--- src/rtl/shifter_pkg.sv ---
// Shared types and helpers for the pipelined MIPS shifter.
// ROT decode is acted on only when PIPELINED_SHIFTER_ROTATE_EN is defined.
package shifter_pkg;

   typedef enum logic [1:0] {
      SH_SLL = 2'd0,
      SH_SRL = 2'd1,
      SH_SRA = 2'd2,
      SH_ROT = 2'd3
   } shift_op_e;

   // Only funct[1:0] selects the operation; funct[2] picks the amount source in the top.
   function automatic shift_op_e decode_funct(input logic [5:0] funct);
      shift_op_e op;
      case (funct[1:0])
         2'b00:   op = SH_SLL;
         2'b10:   op = SH_SRL;
         2'b11:   op = SH_SRA;
         default: op = SH_ROT;
      endcase
      return op;
   endfunction

   // Lowest amount bit owned by stage k; stage k owns [lo(k), lo(k+1)).
   function automatic int unsigned stage_lo_bit(input int unsigned k,
                                                input int unsigned sa_w,
                                                input int unsigned stages);
      int unsigned per;
      per = (sa_w + stages - 1) / stages;
      if (k >= stages || k * per > sa_w) return sa_w;
      return k * per;
   endfunction

endpackage

--- src/rtl/shifter_stage.sv ---
// One register slice of the pipelined shifter: partial barrel over owned amount bits.
// PIPELINED_SHIFTER_ROTATE_EN enables rotate-right for the ROT op; otherwise ROT passes data through.
module shifter_stage
   import shifter_pkg::*;
#(
   parameter int unsigned WIDTH = 32,
   parameter int unsigned SA_W  = 5,
   parameter int unsigned LO    = 0,
   parameter int unsigned HI    = 5
) (
   input  logic             clk,
   input  logic             reset,
   input  logic             flush,
   input  logic             in_valid,
   output logic             in_ready_c,
   input  logic [WIDTH-1:0] in_data,
   input  logic [SA_W-1:0]  in_amt,
   input  logic [1:0]       in_op,
   input  logic             in_sign,
   output logic             out_valid,
   input  logic             out_ready,
   output logic [WIDTH-1:0] out_data,
   output logic [SA_W-1:0]  out_amt,
   output logic [1:0]       out_op,
   output logic             out_sign
);

   localparam logic [SA_W-1:0] OWN_MASK = SA_W'(((1 << HI) - 1) & ~((1 << LO) - 1));

   logic [SA_W-1:0]  amt_own_c;
   logic [WIDTH-1:0] shifted_c;

   // Partial barrel: shifting by the masked amount equals the sum of owned 2^i terms.
   always_comb begin
      amt_own_c = in_amt & OWN_MASK;
      shifted_c = in_data;
      case (shift_op_e'(in_op))
         SH_SLL:  shifted_c = in_data << amt_own_c;
         SH_SRL:  shifted_c = in_data >> amt_own_c;
         SH_SRA:  shifted_c = WIDTH'($signed({in_sign, in_data}) >>> amt_own_c);
         default: begin
`ifdef PIPELINED_SHIFTER_ROTATE_EN
            shifted_c = WIDTH'({in_data, in_data} >> amt_own_c);
`else
            shifted_c = in_data;
`endif
         end
      endcase
   end

   assign in_ready_c = !out_valid || out_ready;

   // Data only moves on a real transfer so a stalled output stays stable.
   always_ff @(posedge clk or posedge reset) begin
      if (reset) begin
         out_valid <= 1'b0;
         out_data  <= '0;
         out_amt   <= '0;
         out_op    <= 2'b00;
         out_sign  <= 1'b0;
      end else begin
         if (flush)
            out_valid <= 1'b0;
         else if (in_ready_c)
            out_valid <= in_valid;
         if (in_ready_c && in_valid && !flush) begin
            out_data <= shifted_c;
            out_amt  <= in_amt & ~OWN_MASK;
            out_op   <= in_op;
            out_sign <= in_sign;
         end
      end
   end

endmodule

--- src/rtl/pipelined_shifter.sv ---
// Pipelined MIPS SLL/SRL/SRA(V) shifter with valid/ready handshake and synchronous flush.
// Define PIPELINED_SHIFTER_ROTATE_EN to make funct[1:0]=01 a rotate right.
module pipelined_shifter
   import shifter_pkg::*;
#(
   parameter int unsigned WIDTH  = 32,
   parameter int unsigned STAGES = 2,
   parameter int unsigned SA_W   = $clog2(WIDTH)
) (
   input  logic             clk,
   input  logic             reset,
   input  logic             flush,
   input  logic             in_valid,
   output logic             in_ready,
   input  logic [5:0]       funct,
   input  logic [SA_W-1:0]  shamt,
   input  logic [WIDTH-1:0] op1,
   input  logic [WIDTH-1:0] op2,
   output logic             out_valid,
   input  logic             out_ready,
   output logic [WIDTH-1:0] shift_out
);

   // Index 0 is the issue side, index STAGES is the result register.
   logic             v_s   [STAGES+1];
   logic             rdy_s [STAGES+1];
   logic [WIDTH-1:0] d_s   [STAGES+1];
   logic [SA_W-1:0]  a_s   [STAGES+1];
   logic [1:0]       op_s  [STAGES+1];
   logic             sg_s  [STAGES+1];

   assign v_s[0]        = in_valid && !flush;
   assign d_s[0]        = op2;
   assign a_s[0]        = funct[2] ? op1[SA_W-1:0] : shamt;
   assign op_s[0]       = 2'(decode_funct(funct));
   assign sg_s[0]       = op2[WIDTH-1];
   assign rdy_s[STAGES] = out_ready;

   for (genvar k = 0; k < STAGES; k++) begin : g_stage
      shifter_stage #(
         .WIDTH (WIDTH),
         .SA_W  (SA_W),
         .LO    (stage_lo_bit(k, SA_W, STAGES)),
         .HI    (stage_lo_bit(k + 1, SA_W, STAGES))
      ) u_stage (
         .clk        (clk),
         .reset      (reset),
         .flush      (flush),
         .in_valid   (v_s[k]),
         .in_ready_c (rdy_s[k]),
         .in_data    (d_s[k]),
         .in_amt     (a_s[k]),
         .in_op      (op_s[k]),
         .in_sign    (sg_s[k]),
         .out_valid  (v_s[k+1]),
         .out_ready  (rdy_s[k+1]),
         .out_data   (d_s[k+1]),
         .out_amt    (a_s[k+1]),
         .out_op     (op_s[k+1]),
         .out_sign   (sg_s[k+1])
      );
   end

   assign in_ready  = rdy_s[0] && !flush;
   assign out_valid = v_s[STAGES];
   assign shift_out = d_s[STAGES];

   // Upper op1 bits are ignored (modulo amount); tail sidebands have no consumer.
   logic unused_bits;
   assign unused_bits = ^{op1[WIDTH-1:SA_W], funct[5:3], a_s[STAGES], op_s[STAGES], sg_s[STAGES]};

endmodule

--- config.mk ---
export PLATFORM = sky130hd
export DESIGN_NAME = pipelined_shifter
export DESIGN_NICKNAME = d
export VERILOG_FILES = /design/src/rtl/shifter_pkg.sv /design/src/rtl/shifter_stage.sv /design/src/rtl/pipelined_shifter.sv
export SDC_FILE = /design/constraint.sdc
export NUM_CORES = 1
export LEC_CHECK = 0
export ABC_AREA = 1
export CORE_MARGIN = 2
export CORE_UTILIZATION = 47
export CTS_CLUSTER_SIZE = 24
export DETAILED_ROUTE_END_ITERATION = 10
export HOLD_SLACK_MARGIN = 0.03
export PLACE_DENSITY = 0.83
export SLEW_MARGIN = 20
export SYNTH_ARGS = -nofsm -noshare
export SYNTH_HDL_FRONTEND = slang
export SYNTH_HIERARCHICAL = 1
export SYNTH_SLANG_ARGS = --single-unit
export TNS_END_PERCENT = 50
--- constraint.sdc ---
create_clock -name clk -period 1.44 [get_ports clk]
set_clock_uncertainty 0.1 [all_clocks]
set_input_delay 0.288 -clock clk [delete_from_list [all_inputs] [get_ports clk]]
set_output_delay 0.288 -clock clk [all_outputs]
set_load 0.02 [all_outputs]
==> results.sh <==
export IMPL_viasPerCell=6.33
export IMPL_reg2reg_to="g_stage[0].u_stage/out_data[12]$_DFFE_PP0P_"
export IMPL_dp_slack_ns=-1.10
export IMPL_total_power_mw=12.8
export IMPL_pwr_share_clk=0.195
export IMPL_first_pass_iters=11
export IMPL_crit_slowest_cell="clkdlybuf4s50_1"
export IMPL_p_per_area_nw_per_um2=1060
export IMPL_syn_avg_cell_area_um2=5.58
export IMPL_diodes=0
export IMPL_drt_iter0_markers=1987
export IMPL_clock_latency_ns=0.34
export IMPL_hold_violations=0
export IMPL_pwr_share_seq=0.250
export IMPL_vias=10800
export IMPL_max_freq_mhz=576
export IMPL_clk_pin_slew_ns=0.07
export IMPL_grtUsageTotal=0.400
export IMPL_tns_ns=-7.75
export IMPL_fin_crit_ns=1.74
export IMPL_min_delay_path_class="input pin to register"
export IMPL_max_stage_delay_ns=0.61
export IMPL_r2r_slack_ns=-0.16
export IMPL_p_leak_nw=6.26
export IMPL_syn_cell_area_um2=7160
export IMPL_cts_tree="done"
export IMPL_grt_max_degree=39
export IMPL_required_ns=1.57
export IMPL_whs_ns=0.132
export IMPL_hold_depth=2
export IMPL_num_rows=45
export IMPL_ios=114
export IMPL_violations="design-rule violations, negative setup slack"
export IMPL_die_area_um2=16200
export IMPL_drtAntennaViolNets=0
export IMPL_place_gp_congestion=1.00
export IMPL_grt_antenna_before_repair=0
export IMPL_worst_pin_slew_ns=0.521
export IMPL_p_sw_frac=0.453
export IMPL_htreeDepth=3
export IMPL_crit_fanout=4
export IMPL_fin_nets=1597
export IMPL_ys_warn_count=6
export IMPL_critPathArrivalTime_ns=1.87
export IMPL_area_growth_pct=69.6
export IMPL_cts_max_path_buffers=2
export IMPL_worstSetupPathType="input pin to register"
export IMPL_status="complete, but fails checks"
export IMPL_cts_buffers=9
export IMPL_rsz0062_at_grt="true"
export IMPL_root_buffer="clkbuf_16"
export IMPL_r2r_start="g_stage[1].u_stage/out_valid$_DFFE_PP0P_"
export IMPL_slew_headroom=0.652
export IMPL_post_drt_wl_per_cell_um=21.7
export IMPL_synth_nets=1364
export IMPL_combPwrFrac=0.555
export IMPL_cap_violations=0
export IMPL_core_area_um2=15000
export IMPL_grt_pass1_wl_um=51100
export IMPL_cp_start_kind="input pin"
export IMPL_die_y_um=127
export IMPL_crit_chain="clkdlybuf4s50_1, nand2_2, nand3_1, nand2_2, nand2_1, nand3_1, nand2_1, nand2_1, nand2_1"
export IMPL_drt_total_wl_um=37000
export IMPL_clock_sinks=71
export IMPL_die_width_um=127
export IMPL_drc=18
export IMPL_setup_violations_final=62
export IMPL_grt_ovfl_total=0
export IMPL_min_period_over_period=1.21
export IMPL_critPathLaunch="op2[24]"
export IMPL_reg2reg_depth=12
export IMPL_slew_violations=0
export IMPL_endpoint_kind="register"
export IMPL_synth_cells=1282
export IMPL_p_sw_mw=5.81
export IMPL_timing_critical_path_mode_cell="nand2_1"
export IMPL_irDropWorstVdd_uv=822
export IMPL_initial_core_util=0.476
export IMPL_grt_pass1_vias=9694
export IMPL_drive_above_1_share=0.380
export IMPL_p_int_mw=7.01
export IMPL_port_buffer_count=83
export IMPL_fin_ws_ns=-0.296
export IMPL_hpwl_um=21000
export IMPL_worstSetupEndpoint="g_stage[0].u_stage/out_data[17]$_DFFE_PP0P_"
-- how the worst min path moves through the flow --
stage                                                 from                                           to
6_report                                             flush     g_stage[0].u_stage/out_valid$_DFFE_PP0P_
5_1_grt                                              flush     g_stage[0].u_stage/out_valid$_DFFE_PP0P_
4_1_cts                                              reset     g_stage[1].u_stage/out_valid$_DFFE_PP0P_
3_5_place_dp   g_stage[1].u_stage/out_data[25]$_DFFE_PP0P_  g_stage[1].u_stage/out_data[25]$_DFFE_PP0P_
3_3_place_gp   g_stage[1].u_stage/out_data[26]$_DFFE_PP0P_  g_stage[1].u_stage/out_data[26]$_DFFE_PP0P_
2_1_floorplan                                        flush     g_stage[0].u_stage/out_valid$_DFFE_PP0P_
-- cell type report --
type | instances | area, um^2
Multi-Input combinational cell | 1083 | 6120
Timing Repair Buffer | 294 | 3360
Sequential cell | 71 | 1780
Timing Repair inverter | 3 | 26.3
Clock inverter | 5 | 81.3
Tap cell | 188 | 235
Fill cell | 954 | 2890
Inverter | 53 | 290
Clock buffer | 11 | 243
-- sequential cells by signal, summed over array words and instances, names as in the netlist --
name,flops
g_stage.u_stage/out_amt,2
g_stage.u_stage/out_valid,2
g_stage.u_stage/out_data,64
g_stage.u_stage/out_op,2
g_stage.u_stage/out_sign,1
-- metrics by stage --
step | instances | cell area, um^2 | utilization
floorplan | 1282 | 7230 | -
global route | 1708 | 12100 | 0.807
global placement | 1627 | 9220 | 0.613
detailed placement | 1627 | 9220 | 0.613
finish | 1708 | 12100 | 0.807
CTS | 1700 | 11400 | 0.760
-- worst max-delay path: cells and delay by family --
| kind | cells | cell delay (ns) |
|---|---|---|
| AND/OR/NAND/NOR | 8 | 0.98 |
| buffers and inverters | 1 | 0.61 |
-- per-layer routing --
layer,wire length (um),part of all wire,up-vias,GRT usage
li1,-,-,4597,-
met1,12300,0.33,4812,0.475
met2,16400,0.44,1003,0.668
met3,4500,0.12,405,0.0699
met4,3810,0.10,0,0.261
met5,0,0,-,0
-- placed cells by master, fill, tap and decap left out, types with 4 or more instances in the layout --
master / n
inv_4: 4
a21o_1: 4
nand2_8: 9
o21ai_2: 12
inv_1: 28
nor2_4: 17
clkdlybuf4s15_1: 13
nand2_2: 90
buf_6: 36
a21oi_1: 29
dfrtp_1: 67
nand2_1: 445
nand3_4: 6
buf_16: 8
o21ai_0: 16
inv_8: 5
inv_6: 6
nand3_2: 84
bufbuf_16: 4
buf_4: 117
nor2_1: 114
buf_8: 9
nand2_4: 36
o211ai_1: 8
clkbuf_16: 13
dlygate4sd2_1: 26
inv_2: 11
buf_12: 37
nand3_1: 129
nor2_2: 24
clkdlybuf4s50_1: 34
o21ai_1: 18
a21oi_2: 23
dfrtp_2: 4
-- what timing repair did --
| action | in CTS | in global routing |
|---|---|---|
| pin swaps | 78 | 75 |
| resized for setup | 377 | 201 |
| setup buffers | 41 | 8 |
| cloned | 18 | 7 |
| hold buffers | 0 | 0 |
| setup endpoints to repair | 103 | 82 |
-- power by group through the flow --
stage	Clock, mW	Sequential (mW)	Combinational [mW]
after detailed placement	0	3.14	5.43
final	2.50	3.20	7.11
after global placement	0	3.12	5.40
after floorplan	0	3.32	2.97
after global routing	2.60	3.24	7.53
after CTS	2.48	3.12	6.09
Note: power is estimated with default switching activity, not from simulation.
